<file path="src/rtl/inst_predecode_queue.sv">
// Instruction queue between fetch and decode. Each word is classified
// as it is enqueued. A branch or jump at the head is held back until its
// delay slot is also queued, so the pair reaches decode back to back.
module inst_predecode_queue #(
  parameter int DEPTH = 8,
  parameter int PC_W  = 32,
  parameter int CNT_W = $clog2(DEPTH) + 1
) (
  input  logic             clk,
  input  logic             rst,
  input  logic             flush,
  input  logic             in_valid,
  output logic             in_ready,
  input  logic [31:0]      in_inst,
  input  logic [PC_W-1:0]  in_pc,
  input  logic             in_fault,
  output logic             out_valid,
  input  logic             out_ready,
  output logic [31:0]      out_inst,
  output logic [PC_W-1:0]  out_pc,
  output logic [3:0]       out_class,
  output logic             out_fault,
  output logic             out_is_bds,
  output logic [CNT_W-1:0] count
);

  localparam int PTR_W = $clog2(DEPTH);

  typedef enum logic [3:0] {
    CLS_ALU     = 4'd0,
    CLS_LOAD    = 4'd1,
    CLS_STORE   = 4'd2,
    CLS_BRANCH  = 4'd3,
    CLS_JUMP    = 4'd4,
    CLS_MULDIV  = 4'd5,
    CLS_CP0     = 4'd6,
    CLS_TRAP    = 4'd7,
    CLS_SYSCALL = 4'd8,
    CLS_BREAK   = 4'd9,
    CLS_CACHE   = 4'd10,
    CLS_RI      = 4'd15
  } iclass_e;

  logic [31:0]     inst_mem  [DEPTH];
  logic [PC_W-1:0] pc_mem    [DEPTH];
  logic [3:0]      class_mem [DEPTH];
  logic            fault_mem [DEPTH];

  logic [PTR_W-1:0] wr_ptr, rd_ptr;
  logic             bds_flag;
  iclass_e          in_class;
  logic [5:0]       op, func;
  logic [4:0]       rt;
  logic             enq, deq, head_ctrl, head_fault, not_empty;

  // Classify the incoming word from its opcode, function and rt fields
  always_comb begin
    op       = in_inst[31:26];
    func     = in_inst[5:0];
    rt       = in_inst[20:16];
    in_class = CLS_RI;
    unique case (op)
      6'b000000: begin
        case (func)
          6'b001000, 6'b001001:                         in_class = CLS_JUMP;
          6'b001100:                                    in_class = CLS_SYSCALL;
          6'b001101:                                    in_class = CLS_BREAK;
          6'b010000, 6'b010001, 6'b010010, 6'b010011,
          6'b011000, 6'b011001, 6'b011010, 6'b011011:   in_class = CLS_MULDIV;
          6'b110000, 6'b110001, 6'b110010, 6'b110011,
          6'b110100, 6'b110110:                         in_class = CLS_TRAP;
          6'b000000, 6'b000001, 6'b000010, 6'b000011,
          6'b000100, 6'b000110, 6'b000111, 6'b001010,
          6'b001011, 6'b001111, 6'b100000, 6'b100001,
          6'b100010, 6'b100011, 6'b100100, 6'b100101,
          6'b100110, 6'b100111, 6'b101010, 6'b101011:   in_class = CLS_ALU;
          default:                                      in_class = CLS_RI;
        endcase
      end
      6'b000001: begin
        case (rt)
          5'b00000, 5'b00001, 5'b10000, 5'b10001:       in_class = CLS_BRANCH;
          5'b01000, 5'b01001, 5'b01010, 5'b01011,
          5'b01100, 5'b01110:                           in_class = CLS_TRAP;
          default:                                      in_class = CLS_RI;
        endcase
      end
      6'b011100: begin
        case (func)
          6'b000000, 6'b000001, 6'b000010,
          6'b000100, 6'b000101:                         in_class = CLS_MULDIV;
          6'b100000, 6'b100001:                         in_class = CLS_ALU;
          default:                                      in_class = CLS_RI;
        endcase
      end
      6'b000010, 6'b000011:                             in_class = CLS_JUMP;
      6'b000100, 6'b000101, 6'b000110, 6'b000111:       in_class = CLS_BRANCH;
      6'b001000, 6'b001001, 6'b001010, 6'b001011,
      6'b001100, 6'b001101, 6'b001110, 6'b001111:       in_class = CLS_ALU;
      6'b010000:                                        in_class = CLS_CP0;
      6'b010001, 6'b010010, 6'b010011:                  in_class = CLS_ALU;
      6'b100000, 6'b100001, 6'b100010, 6'b100011,
      6'b100100, 6'b100101, 6'b100110:                  in_class = CLS_LOAD;
      6'b101000, 6'b101001, 6'b101010, 6'b101011,
      6'b101110:                                        in_class = CLS_STORE;
      6'b101111:                                        in_class = CLS_CACHE;
      default:                                          in_class = CLS_RI;
    endcase
  end

  // Handshakes and head presentation; data is forced to zero when nothing is held
  always_comb begin
    not_empty  = (count != '0) && !rst;
    head_fault = fault_mem[rd_ptr];
    head_ctrl  = (class_mem[rd_ptr] == CLS_BRANCH) || (class_mem[rd_ptr] == CLS_JUMP);
    in_ready   = !rst && (count != CNT_W'(DEPTH));
    out_valid  = not_empty && (!head_ctrl || head_fault || (count >= CNT_W'(2)));
    enq        = in_valid && in_ready && !flush;
    deq        = out_valid && out_ready;
    out_is_bds = bds_flag && out_valid;
    out_inst   = not_empty ? inst_mem[rd_ptr]  : '0;
    out_pc     = not_empty ? pc_mem[rd_ptr]    : '0;
    out_class  = not_empty ? class_mem[rd_ptr] : '0;
    out_fault  = not_empty && head_fault;
  end

  // Entry storage, written on accepted enqueue only
  always_ff @(posedge clk) begin
    if (enq) begin
      inst_mem[wr_ptr]  <= in_inst;
      pc_mem[wr_ptr]    <= in_pc;
      class_mem[wr_ptr] <= in_class;
      fault_mem[wr_ptr] <= in_fault;
    end
  end

  // Pointers, occupancy and delay-slot tracking; reset and flush clear alike
  always_ff @(posedge clk) begin
    if (rst || flush) begin
      wr_ptr   <= '0;
      rd_ptr   <= '0;
      count    <= '0;
      bds_flag <= 1'b0;
    end else begin
      if (enq) wr_ptr <= wr_ptr + PTR_W'(1);
      if (deq) begin
        rd_ptr   <= rd_ptr + PTR_W'(1);
        bds_flag <= head_ctrl;
      end
      if (enq && !deq)      count <= count + CNT_W'(1);
      else if (!enq && deq) count <= count - CNT_W'(1);
    end
  end

endmodule

</file>
<file path="config.mk">
export PLATFORM = sky130hd
export DESIGN_NAME = inst_predecode_queue
export DESIGN_NICKNAME = d
export VERILOG_FILES = /design/src/rtl/inst_predecode_queue.sv
export SDC_FILE = /design/constraint.sdc
export NUM_CORES = 1
export LEC_CHECK = 0
export BUFFER_PORTS_ARGS = -buffer_cell sky130_fd_sc_hd__buf_2
export CORE_MARGIN = 8
export CORE_UTILIZATION = 29
export DETAILED_ROUTE_END_ITERATION = 6
export GPL_TIMING_DRIVEN = 0
export SLEW_MARGIN = 20
export SYNTH_ARGS = -nofsm -noshare
export SYNTH_HDL_FRONTEND = slang
export SYNTH_SLANG_ARGS = --single-unit
export TNS_END_PERCENT = 30
</file>
<file path="constraint.sdc">
create_clock -name clk -period 7.2 [get_ports clk]
set_input_delay 0.72 -clock clk [delete_from_list [all_inputs] [get_ports clk]]
set_output_delay 0.72 -clock clk [all_outputs]
set_load 0.01 [all_outputs]
</file>
Word-level counts from Yosys, hierarchy flattened
Memory sizes are Yosys's and may differ from the RTL's. A register that Yosys moved wholly into a read port is not among the register bits.
Cells that the tools add are included.
{ "word_totals": {"input_bits": 70, "out_inout_bits": 76, "mem_count": 6, "elab_cells": 104, "ramBits": 552, "mem_bits_ro": 320, "regBits": 11} }
{ "mem_list": {"columns": ["memory", "words", "width", "read_ports", "rd_clocked_by_memory_dff", "write_ports", "line_no", "rtl"], "rows": [
  ["(no name shown)", 64, 4, 1, 0, 0, "64", "case (func)"],
  ["inst_mem", 8, 32, 1, 1, 1, "44", "logic [31:0] inst_mem [DEPTH];"],
  ["pc_mem", 8, 32, 1, 1, 1, "45", "logic [PC_W-1:0] pc_mem [DEPTH];"],
  ["(no name shown)", 32, 2, 1, 0, 0, "81", "case (rt)"],
  ["class_mem", 8, 4, 1, 1, 1, "46", "logic [3:0] class_mem [DEPTH];"],
  ["fault_mem", 8, 1, 1, 1, 1, "47", "logic fault_mem [DEPTH];"]
]} }
{ "classes": {"reduce_logical": 30, "n_mux": 17, "order_cmp": 1, "eq_ne": 42, "addsub": 4} }
{ "ops": {"columns": ["op", "count"], "rows": [
  ["$eq A6 B6 Y1 const B", 15],
  ["$mux W32", 2],
  ["$eq A6 B4 Y1 const B", 8],
  ["$pmux W4 S10", 1],
  ["$eq A6 B3 Y1 const B", 6],
  ["$eq A6 B5 Y1 const B", 5],
  ["$mux W3", 8],
  ["$eq A6 B2 Y1 const B", 3],
  ["$eq A6 B1 Y1 const B", 2],
  ["$logic_not A6 Y1", 2],
  ["$mux W4", 3],
  ["$reduce_or A11 Y1", 1],
  ["$logic_and A1 B1 Y1", 10],
  ["$reduce_or A5 Y1", 2],
  ["$pmux W4 S2", 1],
  ["$reduce_or A7 Y1", 1],
  ["$add A3 B1 Y3 const B", 2],
  ["$logic_not A1 Y1", 5],
  ["$add A4 B1 Y4 const B", 1],
  ["$eq A4 B2 Y1 const B", 1],
  ["$eq A4 B3 Y1 const B", 1],
  ["$ge A4 B2 Y1 const B", 1],
  ["$logic_or A1 B1 Y1", 4],
  ["$ne A4 B4 Y1 const B", 1],
  ["6 further kinds", 8]
]} }

Logic depth before layout (Yosys ltp)
Gate-level depths: netlist (run 1).
{ "depth": {"ltp_word": 10, "ltp_mapped": 14, "mapped_depth_nobuf": 13} }

Least setup slack after synthesis (run 1)
Ideal clock, no wire load.
{ "synth_path": {"kind": "input port to flip-flop", "startpoint": "in rst", "endpoint": "mem class_mem[0][0], enable pin", "path_slack_ps": 489, "n_path_buf": 0, "path_stages": 3, "arrival_time_ps": 6130, "setup_time_ps": 581, "t_required_ps": 6619, "cell_sequence": "or2_2 -> or3_1 -> nor3_1"} }
{ "synth_between": {"elab_chain_len": 6} }
{ "synth_rtl": {"columns": ["element", "line_no", "rtl"], "rows": [
  ["start, declared", "10", "input logic rst,"],
  ["$logic_not A1 Y1", "116", "in_ready = !rst && (count != CNT_W'(DEPTH));"],
  ["$logic_and A1 B1 Y1", "116", null],
  ["$logic_and A1 B1 Y1 (2 in series)", "118", "enq = in_valid && in_ready && !flush;"],
  ["$mux W1", "129", "if (enq) begin"],
  ["$mux W1 (implied by the code)", "132", "class_mem[wr_ptr] <= in_class;"],
  ["end, declared", "46", null]
]} }
No other way between the ends.

Final worst setup path (run 1)
{ "layout_path": {"startpoint": "reg count[0]", "endpoint": "out out_pc[26]"} }
{ "layout_between": {"elab_chain_len": 3} }
{ "layout_rtl": {"columns": ["element", "line_no", "rtl"], "rows": [
  ["start, declared", "24", "output logic [CNT_W-1:0] count"],
  ["start signal, assigned", "150", "if (enq && !deq) count <= count + CNT_W'(1);"],
  ["start signal, assigned", "151", "else if (!enq && deq) count <= count - CNT_W'(1);"],
  ["$reduce_bool A4 Y1", "113", "not_empty = (count != '0) && !rst;"],
  ["$logic_and A1 B1 Y1", "113", null],
  ["$mux W32", "122", "out_pc = not_empty ? pc_mem[rd_ptr] : '0;"],
  ["end, declared", "20", "output logic [PC_W-1:0] out_pc,"]
]} }
No other way between the ends.

==> results of run 1 <==
[area by class of cell]
cell class / instances / area, µm²
Multi-Input combinational cell: 416 / 5000
Fill cell: 7045 / 48900
Clock inverter: 35 / 349
Inverter: 8 / 30.0
Sequential cell: 566 / 16900
Timing Repair Buffer: 191 / 1540
Buffer: 53 / 221
Tap cell: 978 / 1220
Antenna cell: 7 / 17.5
Clock buffer: 68 / 1470
[path summary, 6_finish.rpt]
kind | from | to | slack (ps) | cells after the start
hold reg to reg | rd_ptr[2] | rd_ptr[2] | 480 | 2
hold / removal | in_pc[1] | pc_mem[2][1] | 400 | 1
setup reg to reg | flop | count[3] | 3260 | 14
setup / recovery | count[0] | out_pc[26] | 2490 | 7
[cells by family (layout without fill, tap and decap cells)]
logic type                 Yosys count  in the layout  synth area share
and+or+nand+nor                    146            146            0.0296
other                                0              7                 0
xor gates and xnor gates             5              5           0.00199
DFF                                566            566             0.764
AOI/OAI and AO/OA                   44             44            0.0121
adders and majority gates           10             10           0.00601
buffers and inverters               61            355            0.0113
muxes                              211            211             0.175
[flip-flops by register name, indices dropped and copies added, names as in the netlist, named ones only]
name,flops
rd_ptr,3
class_mem,32
fault_mem,8
wr_ptr,3
inst_mem,256
bds_flag,1
pc_mem,256
count,4
[worst reg2reg max path, delay by kind of cell, from the launching register on]
kind                       cells  cell delay, ps
AOI/OAI and AO/OA              4             800
adders and majority gates      2             450
muxes                          2             930
and+or+nand+nor                3             630
xor gates and xnor gates       1              90
DFF                            1             310
buffers and inverters          2             670
[metal layers]
layer	global-route usage	wire length, µm	vias to the layer above
met2	0.193	25100	276
met3	0.0343	3390	65
li1	-	-	4816
met5	0	57	-
met4	0.0257	884	10
met1	0.165	23400	5816
[Yosys cell counts (all sizes together) (8+ instances only)]
library cell	number
mux4	138
nand3	8
nor2	91
ha	9
edfxtp	552
inv	8
o21ai	8
buf	25
nand2	11
a21oi	21
or3	9
mux2i	71
dfxtp	14
nor3	8
clkbuf	28
[power by group through the flow]
stage | clock network, mW | registers, mW | logic (mW)
after CTS | 2.99 | 3.64 | 0.227
final | 2.91 | 3.64 | 0.222
after detailed placement | 0 | 3.71 | 0.226
after global routing | 3.11 | 3.64 | 0.245
after floorplan | 0 | 3.71 | 0.102
after global placement | 0 | 3.72 | 0.210
[metrics by stage]
step           area, µm²  instances
6_report           26700       2322
5_1_grt            26700       2316
4_1_cts            26700       2315
3_5_place_dp       24900       2212
3_3_place_gp       24000       2166
2_1_floorplan      22100       1043
==> key figures, run 1 <==
CTS
  – Clock Sink Count: around 570
  – Clock tree from TritonCTS: yes
  – Clock edge transition at the registers on the reported setup and hold paths: 60 ps
  – Maximum buffer depth of the clock tree: 3
  – H-tree level count: 2
  – Clock Latency Late Sink: 590 ps
  – Post-cts resize count: 0
  – Number of setup buffers added after CTS: 0
  – Clk root buf: clkbuf_16
  – Hold_buf cts: 0
  – Total clock buffers created by CTS: 57

Worst setup path
  – Required arrival time at the worst endpoint: 6480 ps
  – Setup CP Type: reg2out
  – Critical path cell sequence: nor3_1, a21o_1, clkbuf_1, clkbuf_1, buf_1, nor2_1, buf_2
  – Critical path endpoint category: output pin
  – Worst setup SP type: flop
  – Cell family with the largest share of critical-path delay: buffers and inverters
  – Longest individual stage delay on the worst path: 820 ps
  – Arrival time at the worst endpoint: about 4000 ps
  – Largest driver fanout on the critical path: 10
  – Critical path's slowest cell: clkbuf_1
  – Total buffers and inverters traversed by the critical path: 4
  – Cell with the most instances on the worst path: clkbuf_1

Drt
  – Number of nets with antenna violations after detailed routing: 0
  – DRC Markers: 0
  – Iteration-0 DRC Markers: 1036
  – Vias post-DR: ~11000
  – Post-DR wirelength/cell: 22.8 µm
  – Drt pass-1 iters: 5
  – Total length of routed wires: 52900 µm
  – Via density per instance: between 4 and 5

Hold path
  – Tightest Hold Check Type: in2reg

Placement
  – Post-place setup slack: 3050 ps
  – HPWL after DPL: between 30000 and 40000 µm
  – Quantity of I/O buffers inserted on ports: 145
  – Placer's final routability congestion estimate: about 0.76

Power
  – Switching part of the total: 0.201
  – Power density over the cells: around 250 nW/µm²
  – VDD IR-drop max: about 0.00016 V
  – Internal Power: 5.41 mW
  – Power consumption: between 6 and 7 mW
  – Power share of the clock group: 0.429
  – Combinational cell fraction of total power: 0.033
  – Sequential cell fraction of total power: 0.538
  – Switching power of the nets: 1.36 mW
  – Lkg Pwr: 8.45 nW

Die
  – Effective utilization at floorplan: 0.292
  – Die area: 85100 µm²
  – IO Pins: 146
  – Std-Cell Core Area: 75600 µm²
  – Number of cell rows: slightly above 100
  – Die span in y: 292 µm
  – Die width: roughly 290 µm

Synth
  – Post-synth cell types: 45
  – Dominant cells by area after synthesis: edfxtp_1 75%, mux4_2 14%, mux2i_1 3.2%
  – Share of Yosys cell area claimed by the top area cell type: 0.752
  – Yosys reg bits: 566
  – Netlist area before placement: 22100 µm²
  – Nets in the synthesized netlist: 1123
  – Most frequently used flop master after synthesis: edfxtp_1
  – Synthesized area per cell: 21.1 µm²
  – Post-synthesis async set-or-reset flop share: 0
  – EDFF count, synth: 552
  – Share of synthesized area occupied by flip-flops and latches: 0.764
  – Synthesized instance count: around 1000
  – Library cell occupying the most area in the post-synthesis netlist: edfxtp_1
  – Number of warnings reported in the yosys synthesis log: 0

Global routing
  – Gr ovfl total: 0
  – Via count of the first global-routing pass: 11400
  – Pin count of the biggest net entering global routing: 19
  – Antenna violations before repair: 14
  – All-layer global routing usage: 0.121
  – First-pass GRT wire length: 77400 µm

STA
  – Rel. slew slack: 0.256
  – Sum of negative setup slack: 0 ps
  – Transition time of the tightest slew-check pin: roughly 1100 ps
  – Max-slew violation count: 0
  – Achievable Freq: 212 MHz
  – Final worst setup slack: 2490 ps
  – Final period util: 0.654
  – Total of endpoints with negative setup slack in the final report: 0
  – Fin Hold WS: about 400 ps
  – Number of endpoints with negative hold slack in the final report: 0
  – Period minus WS final: approximately 4700 ps
  – RSZ-0062 raised after global routing: false
  – Final clock skew: 6.99 ps

Run
  – Number of max-cap violations: 0

Finish
  – Fraction of layout instances using a drive strength above 1: 0.326
  – Number of nets in the layout: about 1400
  – Most common cell after layout, fill and taps aside: edfxtp_1
  – Most used cells in the layout excluding fill and tap cells: 552 x edfxtp_1, 156 x buf_2, 137 x mux4_2
  – Layout area overhead: 21.1%
  – Utilization after layout: 0.353

Run status
  – Result of the run: complete, no violations
Note: power is estimated with default switching activity, not from simulation.
==> run 2: changes to the inputs <==
- clock period: 7.2 -> 4.2 ns (I/O delays scaled with it)
==> run 2 against run 1 <==
Combinational power is 71% higher. Flip-flop and latch count is the same. Clock skew up 19 ps. Final area rose by 0.51%. Worst hold slack worse by 340 ps. Clock power is 86% higher. Wire length decreased by 2.1%. Setup slack worse by 2200 ps. Largest cell class unchanged.
==> key figures, run 2 (synthesized netlist as in run 1, its figures left out) <==
Run status
  – Result of the run: complete, no violations

STA
  – Fin Hold WS: 63.4 ps (-339 ps)
  – Total of endpoints with negative setup slack in the final report: 0 (unchanged)
  – Max-slew violation count: 0 (unchanged)
  – Sum of negative setup slack: 0 ps (unchanged)
  – Rel. slew slack: 0.370 (+0.113)
  – Final clock skew: 25.9 ps (+18.9 ps)
  – Achievable Freq: 253 MHz
  – Period minus WS final: 3950 ps
  – Transition time of the tightest slew-check pin: 945 ps (-170 ps)
  – RSZ-0062 raised after global routing: false
  – Number of endpoints with negative hold slack in the final report: 0 (unchanged)
  – Final period util: 0.940

Die
  – Die width: 292 µm (unchanged)
  – Number of cell rows: 101 (unchanged)
  – Die area: 85100 µm² (unchanged)
  – Effective utilization at floorplan: 0.292 (unchanged)
  – Die span in y: 292 µm (unchanged)
  – IO Pins: 146 (unchanged)
  – Std-Cell Core Area: 75600 µm² (unchanged)

Power
  – Power density over the cells: 448 nW/µm² (+77%)
  – VDD IR-drop max: 0.000320 V (+97%)
  – Lkg Pwr: 8.49 nW (+0.49%)

Worst setup path
  – Critical path's slowest cell: clkdlybuf4s15_1
  – Arrival time at the worst endpoint: 3530 ps (-460 ps)
  – Worst setup SP type: flop
  – Setup CP Type: reg2out
  – Total buffers and inverters traversed by the critical path: 4 (unchanged)
  – Longest individual stage delay on the worst path: 780 ps (-40 ps)
  – Critical path cell sequence: buf_2, clkbuf_2, clkdlybuf4s15_1, mux4_2, mux2i_1, nor2_1, buf_2
  – Depth of the worst register-to-register path: 14 (unchanged)
  – Cell family with the largest share of critical-path delay: buffers and inverters
  – Reg2reg setup slack: 360 ps (-2900 ps)
  – Required arrival time at the worst endpoint: 3780 ps (-2700 ps)
  – Largest driver fanout on the critical path: 11 (+1)
  – Critical path endpoint category: output pin
  – R2r endpoint: count[3]
  – Cell with the most instances on the worst path: buf_2

Drt
  – Wl on met1: 22100 µm (-5.9%)
  – Total length of routed wires: 51800 µm (-2.1%)
  – DRC Markers: 0 (unchanged)
  – Total met2 wirelength after detailed routing: 25600 µm (+1.8%)
  – Via density per instance: 4.65 (-1.7%)
  – Met3 Wirelength: 3250 µm (-4.3%)
  – Iteration-0 DRC Markers: 765 (-26%)
  – Drt pass-1 iters: 5 (unchanged)
  – Number of nets with antenna violations after detailed routing: 0 (unchanged)
  – Vias post-DR: 10800 (-1.8%)
  – Max Used Layer: met5
  – Post-DR wirelength/cell: 22.3 µm (-2.1%)

Finish
  – Largest registers: inst_mem: 256 flops, pc_mem: 256 flops, class_mem: 32 flops
  – Number of filler cells placed in the layout: 7034 (-0.16%)
  – Fraction of layout instances using a drive strength above 1: 0.333 (+0.00698)
  – Most used cells in the layout excluding fill and tap cells: 552 x edfxtp_1, 157 x buf_2, 137 x mux4_2
  – Total non-filler cell area in the finished layout: 26800 µm² (+0.51%)
  – Utilization after layout: 0.355 (+0.00181)
  – Number of nets in the layout: 1365 (-0.58%)
  – Most common cell after layout, fill and taps aside: edfxtp_1
  – Layout area overhead: 21.7%
  – Non-Filler Instances: 2321 (-0.043%)

CTS
  – Clock edge transition at the registers on the reported setup and hold paths: 60 ps (about the same)
  – Clk root buf: clkbuf_16
  – Maximum buffer depth of the clock tree: 3 (unchanged)
  – Number of setup buffers added after CTS: 0 (unchanged)
  – Total clock buffers created by CTS: 60 (+5.3%)
  – H-tree level count: 2 (unchanged)
  – Clock Sink Count: 566 (unchanged)
  – Clock Latency Late Sink: 620 ps (+30 ps)
  – Clock tree from TritonCTS: yes

Hold path
  – Endpoint of the worst hold-timing path: pc_mem[6][3]
  – Worst Hold Depth: 1 (unchanged)
  – Tightest Hold Check Type: in2reg
  – Min-Delay Startpoint: in_pc[3]

Global routing
  – Pin count of the biggest net entering global routing: 22 (+3)
  – All-layer global routing usage: 0.120 (-0.00128)
  – Via count of the first global-routing pass: 11600 (+1.2%)
  – Antenna violations before repair: 11 (-3)
  – First-pass GRT wire length: 77000 µm (-0.55%)
  – Gr ovfl total: 0 (unchanged)

Run
  – Number of max-cap violations: 0 (unchanged)

Placement
  – Cell area after placement: 24800 µm² (-0.38%)
  – Quantity of I/O buffers inserted on ports: 145 (unchanged)
  – HPWL after DPL: 34600 µm (-3.2%)
  – Number of placed instances with taps included: 2202 (-0.45%)
  – Placer's final routability congestion estimate: 0.737 (-3.2%)
run 2: worst max path at each step:
stage | start | to | slack [ps] | depth (start not counted)
after floorplan | count[0] | class_mem[2][0] | -380 | 5
after global placement | rst | inst_mem[7][12] | -3790 | 5
after detailed placement | flop | count[3] | 380 | 14
after CTS | flop | out_pc[11] | 130 | 7
after global routing | flop | out_pc[18] | 2 | 7
final | flop | out_pc[18] | 250 | 7
run 2: per-layer routing:
layer	vias to the layer above	global-route usage
li1	4814	-
met5	-	0
met3	69	0.0332
met1	5631	0.156
met2	267	0.200
met4	8	0.0247
run 2: final cells by class:
type / count / area (µm²) / share of cell area
buffer: 52 / 234 / 0.00872
clock inverter: 42 / 472 / 0.0176
tap: 978 / 1220 / 0.0456
clock buffer: 71 / 1560 / 0.0582
inverter: 8 / 30.0 / 0.00112
multi-input combinational: 416 / 5010 / 0.187
timing repair buffer: 181 / 1430 / 0.0534
antenna: 7 / 17.5 / 0.000653
sequential: 566 / 16900 / 0.628
run 2: metrics by stage:
| step | setup WS [ps] | power (mW) |
|---|---|---|
| floorplan | -382 | 6.54 |
| global placement | -3790 | 6.72 |
| detailed placement | 377 | 6.75 |
| CTS | 126 | 12.2 |
| global route | 2.25 | 12.4 |
| finish | 253 | 12.0 |
run 2: worst reg2reg max path, cell delays in order, from the launching register on:
cell and delay [ps]:
dfxtp_1 300, clkbuf_1 550, mux4_2 410, mux2i_1 500, nand3_1 230, a21o_1 260
nand2_1 80, ha_1 190, inv_1 100, ha_1 280, a21o_1 180, a21oi_1 170
xnor2_1 100, or3_1 310, a21oi_1 140
run 2: where the power goes:
part / internal (mW) / switching [mW] / leakage (nW)
combinational: 0.137 / 0.242 / 2.40
clock: 3.22 / 2.19 / 1.00
sequential: 6.23 / 0.00952 / 5.08
run 2: repair_timing:
item | in CTS | in global routing
gates resized for setup | 4 | 3
endpoints found under the setup margin | 37 | 6
hold buffers | 0 | 0
gates cloned | 0 | 0
